[config.mk]
export PLATFORM = sky130hd
export DESIGN_NAME = food_placer
export DESIGN_NICKNAME = d
export VERILOG_FILES = /design/src/rtl/food_placer.sv
export SDC_FILE = /design/constraint.sdc
export NUM_CORES = 1
export LEC_CHECK = 0
export CORE_UTILIZATION = 57
export DETAILED_ROUTE_END_ITERATION = 16
export GPL_ROUTABILITY_DRIVEN = 0
export GPL_TIMING_DRIVEN = 0
export PLACE_DENSITY = 0.81
export SLEW_MARGIN = 20
export SYNTH_ARGS = -nofsm -noshare
export SYNTH_HDL_FRONTEND = slang
export SYNTH_SLANG_ARGS = --single-unit
export TNS_END_PERCENT = 100
[constraint.sdc]
create_clock -name clk -period 3.2 [get_ports clk]
set_clock_uncertainty 0.1 [all_clocks]
set_input_delay 0.64 -clock clk [delete_from_list [all_inputs] [get_ports clk]]
set_output_delay 0.64 -clock clk [all_outputs]
set_load 0.005 [all_outputs]
[src/rtl/food_placer.sv]
// Food placement for the snake game: draws LFSR candidates, validates each one
// against a full body scan before publishing it, and flags the head eating it.
module food_placer #(
  parameter int          GAME_WIDTH  = 30,
  parameter int          GAME_HEIGHT = 14,
  parameter logic [15:0] LFSR_SEED   = 16'hACE1
) (
  input  logic       clk,
  input  logic       rst,
  input  logic [4:0] i_pos_x,
  input  logic [3:0] i_pos_y,
  input  logic       i_pos_first,
  input  logic       i_pos_last,
  input  logic       i_pos_valid,
  input  logic       i_success,
  output logic [4:0] o_food_x,
  output logic [3:0] o_food_y,
  output logic       o_food_valid,
  output logic       o_eat,
  output logic [7:0] o_attempts
);

  typedef enum logic [1:0] {
    ST_GEN,
    ST_WAIT,
    ST_SCAN,
    ST_PLACED
  } state_t;

  localparam logic [4:0] MAX_X = 5'(GAME_WIDTH);
  localparam logic [3:0] MAX_Y = 4'(GAME_HEIGHT);

  state_t      state_q;
  logic [15:0] lfsr_q;
  logic [15:0] lfsr_d;
  logic [4:0]  cand_x_q;
  logic [3:0]  cand_y_q;
  logic        hit_q;
  logic [4:0]  food_x_q;
  logic [3:0]  food_y_q;
  logic        food_valid_q;
  logic        eat_q;
  logic [7:0]  attempts_q;
  logic [7:0]  attempts_d;

  logic [4:0]  lfsr_x;
  logic [3:0]  lfsr_y;
  logic        lfsr_legal;
  logic        beat_match;
  logic        head_beat;
  logic        scan_done;
  logic        scan_hit;
  logic        food_head;

  assign lfsr_d     = {lfsr_q[14:0], lfsr_q[15] ^ lfsr_q[13] ^ lfsr_q[12] ^ lfsr_q[10]};
  assign lfsr_x     = lfsr_q[4:0];
  assign lfsr_y     = lfsr_q[8:5];
  assign lfsr_legal = (lfsr_x != 5'd0) && (lfsr_x <= MAX_X) &&
                      (lfsr_y != 4'd0) && (lfsr_y <= MAX_Y);

  assign beat_match = (i_pos_x == cand_x_q) && (i_pos_y == cand_y_q);
  assign head_beat  = i_pos_valid && i_pos_first;

  // A head beat restarts the scan, so prior hits only count mid-scan on non-head beats.
  assign scan_hit   = beat_match || (hit_q && !i_pos_first && (state_q == ST_SCAN));
  assign scan_done  = i_pos_valid && i_pos_last && ((state_q == ST_SCAN) || i_pos_first);
  assign food_head  = head_beat && (i_pos_x == food_x_q) && (i_pos_y == food_y_q);
  assign attempts_d = (attempts_q == 8'hFF) ? attempts_q : attempts_q + 8'd1;

  always_ff @(posedge clk or posedge rst) begin
    if (rst) begin
      state_q      <= ST_GEN;
      lfsr_q       <= LFSR_SEED;
      cand_x_q     <= 5'd0;
      cand_y_q     <= 4'd0;
      hit_q        <= 1'b0;
      food_x_q     <= 5'd0;
      food_y_q     <= 4'd0;
      food_valid_q <= 1'b0;
      eat_q        <= 1'b0;
      attempts_q   <= 8'd0;
    end else begin
      lfsr_q <= lfsr_d;
      eat_q  <= 1'b0;
      case (state_q)
        ST_GEN: begin
          food_valid_q <= 1'b0;
          if (!i_success && lfsr_legal) begin
            cand_x_q <= lfsr_x;
            cand_y_q <= lfsr_y;
            hit_q    <= 1'b0;
            state_q  <= ST_WAIT;
          end
        end
        ST_WAIT, ST_SCAN: begin
          if (scan_done) begin
            hit_q <= 1'b0;
            if (scan_hit) begin
              attempts_q <= attempts_d;
              state_q    <= ST_GEN;
            end else begin
              food_x_q     <= cand_x_q;
              food_y_q     <= cand_y_q;
              food_valid_q <= 1'b1;
              state_q      <= ST_PLACED;
            end
          end else if ((state_q == ST_SCAN) && !i_pos_valid) begin
            // Gap in the stream: this pass cannot prove the cell free.
            hit_q   <= 1'b0;
            state_q <= ST_WAIT;
          end else if ((state_q == ST_SCAN) || head_beat) begin
            hit_q   <= scan_hit;
            state_q <= ST_SCAN;
          end
        end
        ST_PLACED: begin
          if (i_success) begin
            food_valid_q <= 1'b0;
            state_q      <= ST_GEN;
          end else if (food_head) begin
            eat_q        <= 1'b1;
            food_valid_q <= 1'b0;
            attempts_q   <= 8'd0;
            state_q      <= ST_GEN;
          end
        end
        default: state_q <= ST_GEN;
      endcase
    end
  end

  assign o_food_x     = food_x_q;
  assign o_food_y     = food_y_q;
  assign o_food_valid = food_valid_q;
  assign o_eat        = eat_q;
  assign o_attempts   = attempts_q;

endmodule
# After elaboration in Yosys (flattened, before gate mapping)
# Cells that the tools add are included.
# totals
regBits	47
elab_cells	92
# classes
n_addsub	1
order_cmp	2
n_eq_ne	17
mux	27
bitwise	4
n_reduce_logical	31
# ops
op	count
2-to-1 mux 8 bit	5
case mux 8 bit (2 select lines)	1
2-to-1 mux 2 bit	7
!= test 2 bit (second input constant)	7
logical AND 1 bit	13
AND reduction 3 bit	4
2-to-1 mux 1 bit	11
== test 5 bit	2
adder 8 x 1 -> 8 bit (second input constant)	1
== test 4 bit	2
== test 8 bit (second input constant)	1
case mux 2 bit (3 select lines)	1
AND reduction 6 bit	1
less-or-equal comparator 5 bit (second input constant)	1
nonzero test 5 bit	1
== test 2 bit (second input constant)	2
less-or-equal comparator 4 bit (second input constant)	1
!= test 4 bit (second input constant)	1
nonzero test 2 bit	2
nonzero test 4 bit	1
logical NOT 1 bit	3
logical OR 1 bit	3
!= test 3 bit (second input constant)	1
case mux 1 bit (3 select lines)	1
other kinds (7)	9

# Logic depth before layout (Yosys ltp)
# Gate-level depths: netlist of run 1.
# logic_depth
depth_word	8
depth_mapped	7
ltp_nobuf	7

# Worst setup path after synthesis of run 1
# No wires, ideal clock.
# synth_timing
path_kind	input port to flip-flop
start	input i_pos_y[2]
end	register state_q[0]
setup_ns	0.125
t_arrival_ns	1.854
required_ns	2.975
path_slack_ns	1.121
stages	5
path_buffers	0
cell_sequence	xor2_1 nor4_1 a31oi_1 a211o_1 mux2_4
# synth_between
elab_chain_len	6
elab_cells_between_ends	10
classes_between	eq/ne: 3; mux: 3; reduce/logical: 4
# synth_lines
element	line	text
start, declared	11	input logic [3:0] i_pos_y,
== test 4 bit	61	assign beat_match = (i_pos_x == cand_x_q) && (i_pos_y == cand_y_q);
logical AND 1 bit	61	
logical OR 1 bit	65	assign scan_hit = beat_match || (hit_q && !i_pos_first && (state_q == ST_SCAN));
2-to-1 mux 2 bit	98	if (scan_hit) begin
2-to-1 mux 2 bit	96	if (scan_done) begin
case mux 2 bit (3 select lines)	85	case (state_q)
end signal, assigned	72	state_q <= ST_GEN;
end signal, assigned	92	state_q <= ST_WAIT;
end signal, assigned	100	state_q <= ST_GEN;
end, declared	33	state_t state_q;
# Parallel ways exist; a longest one is shown, timed or not.
# A chain may end at the register's enable or synchronous reset.

# Worst setup path after layout of run 1
# layout_timing
start	input i_pos_x[2]
end	register attempts_q[0], in the netlist o_attempts[0]
# layout_between
elab_chain_len	5
elab_cells_between_ends	9
classes_between	eq/ne: 4; reduce/logical: 5
# layout_lines
element	line	text
start, declared	10	input logic [4:0] i_pos_x,
== test 5 bit (on tied branches)	67, 61	
logical AND 1 bit (on tied branches)	67, 61	
logical AND 1 bit / logical OR 1 bit (equally long branches)	67, 65	
!= test 2 bit (no line)	n/a	
AND reduction 6 bit (no line) *	n/a	
end signal, assigned	99	attempts_q <= attempts_d;
end, declared	43	logic [7:0] attempts_q;
# Mark *: on every way between the ends. The rest lies on a longest branch, timed or not.

==> impl_results.md, run 1 <==
* Status: completed
* Final #Nets at 241
* WS Path Type: input pin to flip-flop
* Number of distinct library cells after synthesis at 40
* R2r setup slk at 0.71 ns
* Iter 0 DRT Violations at 150
* Initial antenna violation count at 0
* Fmax at 390 MHz
* WP data arrival at 2.60 ns
* Crit path time final at 2.56 ns
* Final Cycle Share at 0.801
* Clock transition at the registers of the reported paths at 0.08 ns
* HP Start: lfsr_q[14]$_DFF_PP0_
* Vias in the first global route at 1671
* Slowest CP cell: a2bb2oi_1
* Number of H-tree levels at 2
* Crit path buf inv count at 1
* Post-CTS Hold Fix Bufs at 0
* I/O Buffers at 33
* Core box area at 0.00369 mm²
* Hold Slack at 0.266 ns
* Max clock buf depth at 2
* Worst Hold Endpoint: lfsr_q[15]$_DFF_PP1_
* # clock sinks at 47
* Cell-internal power at 0.000853 W
* Power Density at 394 mW/mm²
* Vias per inst at 6.06
* Share of post-route cells with drive strength above 1 at 0.185
* Sequential element share of the synthesized area at 0.537
* Die area at 0.00413 mm²
* CTS tree: done
* Number of vias in the routed layout at 1635
* Ant. Diodes at 0
* Post-synth EDFFs at 0
* Number of synthesized register bits at 47
* Rows at 22
* Maximum fanout along the worst path at 8
* Skew-Pair Late Insertion Delay at 0.29 ns
* FF-to-FF End: o_attempts[0]$_DFFE_PP0P_
* Sequential share of power at 0.552
* Die boundary width at 64.3 µm
* PnR worst setup slack at 0.638 ns
* Area grow syn2layout at 23.6%
* Post-Place Setup Slack at 0.355 ns
* Die height at 64.3 µm
* DPL Wire Length at 3440 µm
* Remaining DRCs at 0
* Postcts setup bufs at 0
* TNS Setup at 0 ns
* Maxcap violations at 0
* Largest net degree at the start of global routing at 29
* Routed Antenna Nets at 0
* Worst Tran Pin Value at 0.695 ns
* Cell family with most CP delay: compound AO/OA/AOI/OAI gates
* Clock root cell: clkbuf_8
* Psw at 0.000222 W
* Initial Utilization at 0.599
* Clk pwr share at 0.396
* CTS Buf Count at 5
* Fin. max-slew vios at 0
* Final cell utilization of the core at 0.740
* R2r startpoint: state_q[0]$_DFFE_PP0P_
* CP startpoint: i_pos_x[2]
* # resized after CTS at 0
* Ys flop type: dfrtp_1
* First-pass DRT Iterations at 4
* Comb pwr share at 0.052
* Final wirelength at 4660 µm
* RSZ-0062 raised after global routing: no
* Hold Path Class: flip-flop to flip-flop
* Switching share of power at 0.207
* Setup Viol. Count Final at 0
* Ys async rst share at 1.00
* Critical Path Start Type: input pin
* Reg2Reg Depth at 7
* Logic depth of the worst path, buffers included at 6
* All-Layer GR Usage at 0.253
* I/O pins at 34
* Worst vdd ir at 0.000394 V
* Final hold vios at 0
* Grt ovf at 0
* Number of cells on the worst hold path at 0
* First-pass GRT wire length at 7910 µm
* Drt wl/cell at 17.3 µm
* Relative slew slack at 0.535
* Syn Inst Count at 180
* Worst path max stage delay at 0.56 ns
* Cell area after synthesis at 0.00221 mm²
* Worst Setup End Kind: flip-flop
* Average size of a mapped cell at 12.3 µm²
* Lkg Pwr at 1.23 nW
* YS warnings at 0
* Syn_nets at 200
* Data required, critical path at 3.24 ns
* CP Cell Sequence: clkdlybuf4s50_1, xor2_1, nor4_1, nand4b_1, a2bb2oi_1, mux2i_1
==> logic make-up after synthesis <==
kind of cell	synth area share
simple gates	0.109
buf+inv	0.0192
mux	0.112
flops	0.537
compound gates	0.112
fa+ha+maj	0.0283
xor+xnor	0.0832
==> worst max path at each step <==
stage / end / slack, ns
2_1_floorplan: state_q[0]$_DFFE_PP0P_ / 1.12
3_3_place_gp: state_q[0]$_DFFE_PP0P_ / 0.40
3_5_place_dp: state_q[0]$_DFFE_PP0P_ / 0.36
4_1_cts: state_q[0]$_DFFE_PP0P_ / 0.67
5_1_grt: o_attempts[0]$_DFFE_PP0P_ / 0.47
6_report: o_attempts[0]$_DFFE_PP0P_ / 0.64
==> worst register-to-register path: cells and delay by family (launching register included) <==
family | cells | cell delay (ns)
and+or+nand+nor | 1 | 0.28
DFF | 1 | 0.41
adders and majority gates | 1 | 0.24
buffers and inverters | 1 | 0.12
muxes | 1 | 0.17
AOI/OAI and AO/OA | 3 | 1.02
==> final cells by class <==
class / count / area, µm²
clock buffers: 6 / 72.6
clock inverters: 2 / 37.5
plain buffers: 3 / 12.5
well taps: 48 / 60.1
multi-input cells: 122 / 981
repair buffers: 34 / 350
flip-flops and latches: 47 / 1190
fillers: 264 / 958
inverters: 8 / 30.0
==> state kept, by name, summed over array words and instances, names as in the netlist, 2 cells and up <==
register	count
cand_y_q	4
o_attempts	8
cand_x_q	5
o_food_x	5
state_q	2
o_food_y	4
lfsr_q	16
==> power groups by stage <==
stage | combinational (W) | clock [W] | sequential, W
2_1_floorplan | 0.0000240 | 0 | 0.000605
3_3_place_gp | 0.0000506 | 0 | 0.000605
3_5_place_dp | 0.0000552 | 0 | 0.000605
4_1_cts | 0.0000561 | 0.000437 | 0.000594
5_1_grt | 0.0000605 | 0.000457 | 0.000594
6_report | 0.0000554 | 0.000426 | 0.000594
==> placed cells by master (no fill, tap or decap), types with 2 or more instances in the layout <==
cell type,Yosys,layout
dfstp_2,8,8
nand2b_1,2,2
a41oi_1,6,6
nand4_1,4,4
nor2b_1,2,2
clkdlybuf4s50_1,0,33
xnor2_1,11,11
nand3_1,4,4
clkbuf_8,0,5
a21oi_1,6,6
o21ai_0,4,4
mux2_2,18,18
dfrtp_1,39,39
xor2_1,10,10
inv_1,8,7
and3_1,5,5
clkbuf_1,1,2
nand2_1,3,3
o31ai_1,2,2
nor2_1,6,6
nor4_1,6,6
nand4b_1,2,2
mux2i_1,3,3
ha_1,5,5
o21a_1,6,6
a211o_1,3,3
==> per-layer routing <==
metal | GRT usage | part of all wire
met1 | 0.316 | 0.42
met5 | 0 | 0
met4 | 0.108 | 0.027
met3 | 0.0607 | 0.038
met2 | 0.417 | 0.51
==> synth_stat cells, types with 2 or more instances <==
cell type / number / area (µm²)
a211o_1: 3 / 26.3
a21oi_1: 6 / 30.0
a41oi_1: 6 / 52.6
and3_1: 5 / 31.3
dfrtp_1: 39 / 976
dfstp_2: 8 / 210
ha_1: 5 / 62.6
inv_1: 8 / 30.0
mux2_2: 18 / 203
mux2i_1: 3 / 30.0
nand2_1: 3 / 11.3
nand2b_1: 2 / 12.5
nand3_1: 4 / 20.0
nand4_1: 4 / 25.0
nand4b_1: 2 / 17.5
nor2_1: 6 / 22.5
nor2b_1: 2 / 12.5
nor4_1: 6 / 37.5
o21a_1: 6 / 45.0
o21ai_0: 4 / 20.0
o31ai_1: 2 / 15.0
xnor2_1: 11 / 96.3
xor2_1: 10 / 87.6
==> per-stage QoR <==
step	power [W]	cells	cell area [µm²]
floorplan	0.000629	180	2210
detailed placement	0.000660	262	2620
CTS	0.00109	270	2730
finish	0.00108	270	2730
global route	0.00111	270	2730
global placement	0.000656	261	2600
Note: power is estimated with default switching activity, not from simulation.
==> run 2: changes to the inputs <==
--- a/config.mk
+++ b/config.mk
@@ -5,11 +5,11 @@
 export SDC_FILE = /design/constraint.sdc
 export NUM_CORES = 1
 export LEC_CHECK = 0
-export CORE_UTILIZATION = 57
+export CORE_UTILIZATION = 48
 export DETAILED_ROUTE_END_ITERATION = 16
 export GPL_ROUTABILITY_DRIVEN = 0
 export GPL_TIMING_DRIVEN = 0
-export PLACE_DENSITY = 0.81
+export PLACE_DENSITY = 0.72
 export SLEW_MARGIN = 20
 export SYNTH_ARGS = -nofsm -noshare
 export SYNTH_HDL_FRONTEND = slang
==> constraint.sdc (replaced) <==
create_clock -name clk -period 2.1 [get_ports clk]
set_clock_uncertainty 0.1 [all_clocks]
set_input_delay 0.42 -clock clk [delete_from_list [all_inputs] [get_ports clk]]
set_output_delay 0.42 -clock clk [all_outputs]
set_load 0.005 [all_outputs]
==> impl_results.md, run 2 (synthesis gave the netlist of run 1 again) <==
* Largest net degree at the start of global routing at 38 (was 29)
* Max reg flops at 16 (unchanged)
* Placed Instance Area at 0.00263 mm² (was 0.00262 mm²)
* Vias in the first global route at 1633 (was 1671)
* Fin. max-slew vios at 0 (unchanged)
* Max clock buf depth at 2 (unchanged)
* WS Path Type: flip-flop to flip-flop (was input pin to flip-flop)
* Core box area at 0.00438 mm² (was 0.00369 mm²)
* Worst vdd ir at 0.000382 V (was 0.000394 V)
* Largest register by flop count: lfsr_q (unchanged)
* Number of vias in the routed layout at 1606 (was 1635)
* Drt wl/cell at 17.0 µm (was 17.3 µm)
* I/O Buffers at 33 (unchanged)
* RSZ-0062 raised after global routing: yes (was no)
* Fill cells at 324 (was 264)
* All-Layer GR Usage at 0.203 (was 0.253)
* Die area at 0.00488 mm² (was 0.00413 mm²)
* Area grow syn2layout at 31.8% (was 23.6%)
* Leading cell type in the layout, fill and taps excluded: dfrtp_1 (unchanged)
* DPL Wire Length at 3330 µm (was 3440 µm)
* Initial antenna violation count at 0 (unchanged)
* Data required, critical path at 2.19 ns (was 3.24 ns)
* First-pass DRT Iterations at 4 (unchanged)
* Fmax at 484 MHz
* Number of H-tree levels at 2 (unchanged)
* Maxcap violations at 0 (unchanged)
* Clock root cell: clkbuf_8 (unchanged)
* Ant. Diodes at 0 (unchanged)
* Setup Viol. Count Final at 0 (unchanged)
* Status: completed (unchanged)
* Crit path time final at 2.07 ns
* Remaining DRCs at 0 (unchanged)
* Worst path most repeated cell: or4_4
* First-pass GRT wire length at 7690 µm (was 7910 µm)
* Final #Nets at 246 (was 241)
* Iter 0 DRT Violations at 104 (was 150)
* Final Cycle Share at 0.984
* Crit path buf inv count at 0 (was 1)
* CTS tree: done (unchanged)
* Clock transition at the registers of the reported paths at 0.08 ns (about the same)
* Rows at 24 (was 22)
* CTS Buf Count at 5 (unchanged)
* Worst Setup End Kind: flip-flop (unchanged)
* Die boundary width at 69.9 µm (was 64.3 µm)
* Final wirelength at 4740 µm (was 4660 µm)
* Critical Path Start Type: flip-flop (was input pin)
* Lkg Pwr at 1.33 nW (was 1.23 nW)
* Routed Antenna Nets at 0 (unchanged)
* Share of post-route cells with drive strength above 1 at 0.273 (was 0.185)
* Die height at 69.9 µm (was 64.3 µm)
* Post-CTS Hold Fix Bufs at 0 (unchanged)
* Skew-Pair Late Insertion Delay at 0.30 ns (was 0.29 ns)
* Cell family with most CP delay: simple AND/OR/NAND/NOR gates (was compound AO/OA/AOI/OAI gates)
* Maximum fanout along the worst path at 4 (was 8)
* Worst Tran Pin Value at 0.480 ns (was 0.695 ns)
* Initial Utilization at 0.504 (was 0.599)
* Design area at 0.00291 mm² (was 0.00273 mm²)
* Relative slew slack at 0.679 (was 0.535)
* Power Density at 565 mW/mm² (was 394 mW/mm²)
* Most frequent cells in the layout: dfrtp_1 (39), clkdlybuf4s50_1 (26), mux2_2 (18) (was dfrtp_1 (39), clkdlybuf4s50_1 (33), mux2_2 (18))
* CP Cell Sequence: or4_4, mux2i_4, or4_4, a211o_1, mux2_4 (was clkdlybuf4s50_1, xor2_1, nor4_1, nand4b_1, a2bb2oi_1, mux2i_1)
* Hold Slack at 0.262 ns (was 0.266 ns)
* Final hold vios at 0 (unchanged)
* Worst path max stage delay at 0.56 ns (about the same)
* WP data arrival at 2.15 ns (was 2.60 ns)
* Hold Path Class: flip-flop to flip-flop (unchanged)
* Grt ovf at 0 (unchanged)
* # clock sinks at 47 (unchanged)
* Slowest CP cell: dfstp_2 (was a2bb2oi_1)
* Vias per inst at 5.76 (was 6.06)
* I/O pins at 34 (unchanged)
==> run 2: final timing paths <==
check,startpoint,end,slack [ns],cells after the start
worst max-delay path,lfsr_q[0]$_DFF_PP1_,state_q[0]$_DFFE_PP0P_,0.03,5
worst min-delay path,lfsr_q[14]$_DFF_PP0_,lfsr_q[15]$_DFF_PP1_,0.26,0
worst max register to register,lfsr_q[0]$_DFF_PP1_,state_q[0]$_DFFE_PP0P_,0.03,5
worst min register to register,lfsr_q[14]$_DFF_PP0_,lfsr_q[15]$_DFF_PP1_,0.26,0
max in group asynchronous,rst,lfsr_q[5]$_DFF_PP1_,1.10,3
min in group asynchronous,rst,o_attempts[5]$_DFFE_PP0P_,0.27,2
==> run 2: area by class of cell <==
cell class                 count  area, µm²  area share
sequential                    47       1190       0.407
inverter                       8       30.0      0.0103
buffer                         2       16.3     0.00558
timing repair buffer          40        410       0.141
clock buffer                   6       72.6      0.0249
multi-input combinational    122       1090       0.376
tap                           52       65.1      0.0223
clock inverter                 2       37.5      0.0129
==> run 2: power breakdown <==
group	leakage (nW)	total, W	switching [W]	internal [W]
Clock	0.0514	0.000648	0.000293	0.000355
Sequential	0.628	0.000905	0	0.000905
Combinational	0.654	0.0000915	0.0000499	0.0000416
==> run 2: metal layers <==
metal  up-vias  global-route usage  routed length (µm)
met5         -                   0                   0
met4         0              0.0644                  19
met3         2              0.0548                 205
met2        47               0.332                2400
met1       807               0.264                2120
li1        750                   -                   -
==> run 2: timing repair <==
item / CTS / global route
endpoints found under the setup margin: 18 / 27
gates cloned: 0 / 1
setup buffers: 1 / 4
resized for setup: 9 / 20
pin swaps: 6 / 8
==> run 2: stage by stage <==
step | TNS [ns] | power (W) | worst slack, ns | utilization | instances
after floorplan | 0 | 0.000959 | 0.0660 | - | 180
after global placement | -21.72 | 0.00100 | -0.507 | 0.594 | 265
after CTS | 0 | 0.00166 | 0.00162 | 0.636 | 275
after global routing | -0.0117 | 0.00171 | -0.0117 | 0.664 | 279
final | 0 | 0.00164 | 0.0333 | 0.664 | 279
after detailed placement | -8.81 | 0.00101 | -0.531 | 0.599 | 266
